<file path="src/rtl/ok_block_pipe_out_fifo.sv">
//------------------------------------------------------------------------------
// Module  : ok_block_pipe_out_fifo
// Brief   : FWFT FIFO that releases its contents to a host in fixed-size blocks
// Rev     : 1.0 - initial release
//------------------------------------------------------------------------------
`default_nettype none

module ok_block_pipe_out_fifo #(
    parameter int DATA_WIDTH = 32,
    parameter int FIFO_DEPTH = 16,
    parameter int BLOCK_SIZE = 4
) (
    input  logic                          ti_clk,
    input  logic                          ti_reset,
    input  logic [7:0]                    ep_addr,
    input  logic [7:0]                    ti_addr,
    input  logic                          ti_read,
    input  logic                          ti_blockstart,
    input  logic                          wr_en,
    input  logic [DATA_WIDTH-1:0]         wr_data,
    output logic                          full,
    output logic [$clog2(FIFO_DEPTH):0]   level,
    output logic                          ep_ready,
    output logic                          ep_read,
    output logic [DATA_WIDTH-1:0]         ep_dataout,
    output logic                          block_done,
    output logic                          underrun,
    output logic                          overflow
);

    localparam int c_AW = $clog2(FIFO_DEPTH);
    localparam int c_LW = c_AW + 1;
    localparam bit c_PARAMS_OK = (FIFO_DEPTH >= 2) && ((FIFO_DEPTH & (FIFO_DEPTH - 1)) == 0)
                               && (BLOCK_SIZE >= 1) && (BLOCK_SIZE <= FIFO_DEPTH);

    localparam logic [0:0] c_IDLE  = 1'b0;
    localparam logic [0:0] c_BURST = 1'b1;

    logic [DATA_WIDTH-1:0] r_mem [FIFO_DEPTH];
    logic [c_AW-1:0]       r_wr_ptr;
    logic [c_AW-1:0]       r_rd_ptr;
    logic [c_LW-1:0]       r_level;
    logic [c_LW-1:0]       r_burst_cnt;
    logic [0:0]            r_state;
    logic [0:0]            w_next_state;
    logic                  r_block_done;
    logic                  r_underrun;
    logic                  r_overflow;

    logic w_sel;
    logic w_empty;
    logic w_full;
    logic w_ready;
    logic w_pop;
    logic w_push;
    logic w_last;
    logic w_underrun_set;
    logic w_overflow_set;

    assign w_sel   = (ti_addr == ep_addr);
    assign w_empty = (r_level == '0);
    assign w_full  = (r_level == c_LW'(FIFO_DEPTH));

    // State register
    always_ff @(posedge ti_clk) begin
        if (ti_reset) begin
            r_state <= c_IDLE;
        end else begin
            r_state <= w_next_state;
        end
    end

    // Next-state logic
    always_comb begin
        w_next_state = r_state;
        case (r_state)
            c_IDLE: begin
                if (ti_blockstart && w_ready) begin
                    w_next_state = c_BURST;
                end
            end
            c_BURST: begin
                if (w_pop && w_last) begin
                    w_next_state = c_IDLE;
                end
            end
            default: w_next_state = c_IDLE;
        endcase
    end

    // Output / datapath-control logic
    always_comb begin
        w_ready        = w_sel && (r_state == c_IDLE) && (r_level >= c_LW'(BLOCK_SIZE));
        w_pop          = 1'b0;
        w_underrun_set = 1'b0;
        w_last         = (r_burst_cnt == c_LW'(BLOCK_SIZE - 1));
        if (w_sel && ti_read) begin
            if (r_state == c_BURST && !w_empty) begin
                w_pop = 1'b1;
            end else begin
                w_underrun_set = 1'b1;
            end
        end
        // A pop frees a slot in the same cycle, so a write to a full FIFO is accepted then
        w_push         = wr_en && (!w_full || w_pop);
        w_overflow_set = wr_en && !w_push;
    end

    always_ff @(posedge ti_clk) begin
        if (w_push && !ti_reset) begin
            r_mem[r_wr_ptr] <= wr_data;
        end
    end

    always_ff @(posedge ti_clk) begin
        if (ti_reset) begin
            r_wr_ptr     <= '0;
            r_rd_ptr     <= '0;
            r_level      <= '0;
            r_burst_cnt  <= '0;
            r_block_done <= 1'b0;
            r_underrun   <= 1'b0;
            r_overflow   <= 1'b0;
        end else begin
            if (w_push) begin
                r_wr_ptr <= r_wr_ptr + c_AW'(1);
            end
            if (w_pop) begin
                r_rd_ptr <= r_rd_ptr + c_AW'(1);
            end
            case ({w_push, w_pop})
                2'b10:   r_level <= r_level + c_LW'(1);
                2'b01:   r_level <= r_level - c_LW'(1);
                default: r_level <= r_level;
            endcase
            if (r_state == c_IDLE && ti_blockstart && w_ready) begin
                r_burst_cnt <= '0;
            end else if (w_pop) begin
                r_burst_cnt <= r_burst_cnt + c_LW'(1);
            end
            r_block_done <= w_pop && w_last;
            if (w_underrun_set) begin
                r_underrun <= 1'b1;
            end
            if (w_overflow_set) begin
                r_overflow <= 1'b1;
            end
        end
    end

    assign full       = w_full;
    assign level      = r_level;
    assign ep_ready   = w_ready;
    assign ep_read    = w_pop;
    assign ep_dataout = (w_sel && !w_empty) ? r_mem[r_rd_ptr] : '0;
    assign block_done = r_block_done;
    assign underrun   = r_underrun;
    assign overflow   = r_overflow;

    // Configuration guard: bad parameters or an endpoint address outside the pipe-out range
    a_config_ok: assert property (@(posedge ti_clk) disable iff (ti_reset)
        c_PARAMS_OK && (ep_addr >= 8'hA0) && (ep_addr <= 8'hBF))
    else begin
        $error("ok_block_pipe_out_fifo: illegal configuration (ep_addr=%h)", ep_addr);
        $finish;
    end

endmodule

`default_nettype wire
</file>
<file path="config.mk">
export PLATFORM = sky130hd
export DESIGN_NAME = ok_block_pipe_out_fifo
export DESIGN_NICKNAME = d
export VERILOG_FILES = /design/src/rtl/ok_block_pipe_out_fifo.sv
export SDC_FILE = /design/constraint.sdc
export NUM_CORES = 1
export LEC_CHECK = 0
export BUFFER_PORTS_ARGS = -buffer_cell sky130_fd_sc_hd__buf_4
export CORE_AREA = 3 3 190 192
export DETAILED_ROUTE_END_ITERATION = 6
export DIE_AREA = 0 0 193 195
export MAX_ROUTING_LAYER = met4
export PLACE_DENSITY = 0.75
export SLEW_MARGIN = 20
export SYNTH_ARGS = -nofsm -noshare
export SYNTH_HDL_FRONTEND = slang
export SYNTH_SLANG_ARGS = --single-unit
</file>
<file path="constraint.sdc">
create_clock -name ti_clk -period 3.9 [get_ports ti_clk]
set_input_delay 0.39 -clock ti_clk [delete_from_list [all_inputs] [get_ports ti_clk]]
set_output_delay 0.39 -clock ti_clk [all_outputs]
set_load 0.02 [all_outputs]
</file>
Yosys cells after proc, flatten, opt, wreduce, memory -nomap -nowiden:

Memories as Yosys holds them, arrays and structs flattened. A register that Yosys moved wholly into a read port is not among the register bits.
Cells that the tools add are included.

* order comparisons: 1
* equality and inequality tests: 5
* $add $sub $neg: 5
* reductions and logical operators: 20
* mux-type cells: 13
* bitwise operators: 1

Operator list (count)
* $mux W32: 1
* $logic_and A1 B1 Y1: 12
* $add A5 B1 Y5 const B: 2
* $pmux W5 S2: 1
* $add A4 B1 Y4 const B: 2
* $eq A8 B8 Y1: 1
* $mux W1: 8
* $mux W4: 2
* $eq A5 B2 Y1 const B: 1
* $eq A5 B5 Y1 const B: 1
* $ge A5 B3 Y1 const B: 1
* $logic_not A5 Y1: 1
* $sub A5 B1 Y5 const B: 1
* $logic_not A1 Y1: 4
* $eq A2 B1 Y1 const B: 1
* $eq A2 B2 Y1 const B: 1
* $pmux W1 S2: 1
* $reduce_bool A2 Y1: 1
* $reduce_or A2 Y1: 1
* $logic_or A1 B1 Y1: 1
* $not A1 Y1: 1

* memories: 1
* flip-flop bits (word level): 22
* bits of input ports: 53
* word-level logic and storage cells: 54
* bits in writable memories: 512
* output and inout port bits: 43

Memories
* r_mem: depth 16, width 32, read ports 1, clocked after Yosys merged registers in 1, wr ports 1, RTL line 39 `logic [DATA_WIDTH-1:0] r_mem [FIFO_DEPTH];`

Depth between registers and ports, before layout:

* depth after elaboration: 10
* depth in mapped cells: 13

Worst setup path before layout:

No wires, ideal clock.

* path kind: flip-flop to flip-flop
* start: reg r_level[3] (netlist: level[3])
* end: mem r_mem[0][0], enable pin
* period minus slack after synthesis: 3.362 ns
* buffers on the path: 2
* data arrival time: 2.941 ns
* required time: 3.479 ns
* cell stages (with the launch flop): 8
* slack: 0.538 ns
* path through: dfxtp_1 -> or3_1 -> o311ai_1 -> or3_1 -> buf_4 -> buf_6 -> a21o_1 -> nor2_1

* cells in the longest elaborated chain, start to end: 10
* elaborated cells on any way between the ends: 12

RTL lines
* start, declared: RTL line 42 `logic [c_LW-1:0] r_level;`
* start signal, assigned: RTL line 132 `2'b10: r_level <= r_level + c_LW'(1);`
* start signal, assigned: RTL line 133 `2'b01: r_level <= r_level - c_LW'(1);`
* start signal, assigned: RTL line 134 `default: r_level <= r_level;`
* $logic_not A5 Y1: RTL line 61 `assign w_empty = (r_level == '0);`
* $logic_not A1 Y1: RTL line 98 `if (r_state == c_BURST && !w_empty) begin`
* $logic_and A1 B1 Y1: RTL line 98
* $mux W1: RTL line 98
* $mux W1: RTL line 97 `if (w_sel && ti_read) begin`
* $logic_or A1 B1 Y1 (*): RTL line 105 `w_push = wr_en && (!w_full || w_pop);`
* $logic_and A1 B1 Y1 (*): RTL line 105
* $logic_and A1 B1 Y1 (*): RTL line 110 `if (w_push && !ti_reset) begin`
* $mux W1 (*): RTL line 110
* $mux W1 (not written as such) (*): RTL line 111 `r_mem[r_wr_ptr] <= wr_data;`
* end, declared: RTL line 39

Mark *: on every way between the ends. The rest lies on a longest branch, timed or not.

==> results.toml <==
[status]
status = "finished clean"

[floorplanning]
initial_core_util_pct = 60.6
num_io_pins = 96
dieArea_um2 = 37600
core_um2 = 34500
rows = 68
die_w_um = 193
die_y_um = 195

[routing]
vias = 9913
drt-wirelength-per-cell_um = 28.2
dr.pass1.iters = 5
drc_errors = 0
ant_nets = 0
drtIter0Drc = 989
viasPerCell = 6.37
routed_wl_mm = 43.8

[final_layout]
area_growth_pct = 15.7
nets = 1126
layout_common_cells = "edfxtp_1, mux4_2, buf_4, clkbuf_16, and3_1"
antenna_cells = 0
drive_gt1_share_pct = 35.0
fin_util_pct = 70.1
layout.cells.non_filler = 1556
final_common_cell = "edfxtp_1"

[critical_path]
r2r_slack_ns = 0.75
criticalPathCategory = "register to output pin"
crit_required_ns = 3.51
r2r_cells = 11
cp.arrival_ns = 2.91
start_kind = "register"
endpoint_kind = "output pin"
cp_max_fo = 67

[power_and_ir_drop]
power_w = 0.0115
pwr_density_cell_nw_per_um2 = 477
p_leak_nw = 7.74
ir_worst_vdd_mv = 0.424

[place]
numPlacedInstances = 1465
place_congestion = 0.774
port_buffers = 95
post-dp-hpwl_mm = 23.7

[yosys]
synth_fp_nets = 994
avgSynthCellArea_um2 = 22.5
synth_top_cell_by_area = "edfxtp_1"
syn-instance-count = 931
seq_area_frac_synth_pct = 75.9
async_flop_share_pct = 0
netlist_area_um2 = 20900
yosys-top-cells-area = "edfxtp_1, mux4_2, dfxtp_1, and3_1, nor2_1"
synth-edff-count = 512
synth_seq_cells = 538
synth_warnings = 0
ys.flop_type = "edfxtp_1"
synth_top_area_share_pct = 73.4
yosysUniqueCellTypes = 43

[min_path]
holdCritPathClass = "primary input to register"
whs_path_depth = 3

[cts]
htree_num_levels = 2
cts_inserted_buffers = 51
clockRootBuffer = "clkbuf_16"
cts.clk_slew.worst_paths_ns = 0.06
insertion_delay_ns = 0.56
cts_sinks = 538
postCtsSetupBuffers = 0
cts_tree = "built"
clockBufferDepth = 3
cts_resized = 0
holdBufCountCts = 0

[sta]
setup_viol = 0
drv_slew = 0
max_freq_mhz = 303
finalClockSkew_ns = 0.0119
hold_violations = 0
tns_ns = 0
maxSlewHeadroom_pct = 53.0
finalCritPeriodShare_pct = 84.6
tightest_slew_ns = 0.704
min_period_ns = 3.30
rsz0062_at_grt = "no"

[flow_run]
drv_cap = 0

[global_routing]
antenna_found_initial = 0
grt_use_total_pct = 25.0
grt_pass1_vias = 10259
gr-total-overflow = 0
grt_pass1_wl_mm = 66.3
grt_start_max_net_pins = 68
## metrics by stage
stage	setup WS [ns]	instance area [um2]	hold slack, ns
after floorplan	0.538	20900	0.453
after global placement	0.712	22600	0.455
after detailed placement	0.558	22600	0.467
after CTS	0.519	24200	0.0515
after global routing	0.442	24200	0.0937
final	0.600	24200	0.0771
## logic make-up after synthesis
kind of cell	Yosys count	synth area share [%]
flip-flops	538	75.9
multiplexers	171	17.7
AND/OR/NAND/NOR	110	2.76
buffers and inverters	58	1.40
AO/OA/AOI/OAI	30	0.968
XOR/XNOR	14	0.586
adder cells (fa/ha/maj)	10	0.634
## flip-flops by register name (all words and copies together), names as in the netlist, named ones only
register	cells
block_done	1
level	5
overflow	1
r_burst_cnt	5
r_mem	512
r_rd_ptr	4
r_state	1
r_wr_ptr	4
underrun	1
## cell type report
cell class              count  area [um2]
flip-flops and latches    538       15900
fillers                  2081       10300
multi-input cells         335        4870
clock buffers              60        1320
repair buffers            128        1170
well taps                 455         569
clock inverters            31         337
inverters                   9        33.8
## Yosys cell counts, drive strengths merged (2+ instances only)
| master | count |
|---|---|
| a21o | 5 |
| a21oi | 8 |
| a31oi | 2 |
| and3 | 32 |
| buf | 26 |
| clkbuf | 23 |
| dfxtp | 26 |
| edfxtp | 512 |
| ha | 9 |
| inv | 9 |
| mux2 | 7 |
| mux2i | 5 |
| mux4 | 159 |
| nand2 | 9 |
| nand2b | 5 |
| nand3 | 5 |
| nand4 | 3 |
| nor2 | 33 |
| nor2b | 5 |
| nor3 | 3 |
| nor4 | 2 |
| o21ai | 4 |
| o311ai | 2 |
| o32ai | 2 |
| or2 | 2 |
| or3 | 9 |
| xnor2 | 10 |
| xor2 | 4 |
## routing by layer
metal | vias to the layer above | part of all wire, % | GRT usage [%]
li1 | 4188 | - | -
met1 | 5232 | 41 | 35.9
met2 | 428 | 50 | 38.6
met3 | 65 | 6.9 | 4.22
met4 | 0 | 2.2 | 6.03
met5 | - | 0 | -
## critical path, stage by stage (launching register included)
cell	delay (ns)
dfxtp_4	0.38
buf_12	0.43
mux4_2	0.60
mux4_2	0.51
and3_1	0.20
buf_4	0.15
## report_power, final
part / total [W] / switching (W) / internal (W)
Sequential: 0.00637 / 0.0000136 / 0.00636
Clock: 0.00489 / 0.00202 / 0.00288
Combinational: 0.000279 / 0.000178 / 0.000101
Total: 0.0115 / 0.00221 / 0.00934
## path summary, 6_finish.rpt
path / endpoint / from
max reg2reg: level[4] / level[3]
min: underrun / ti_read
max: ep_dataout[19] / register
min reg2reg: overflow / overflow
Power figures use the tool's default switching activity.
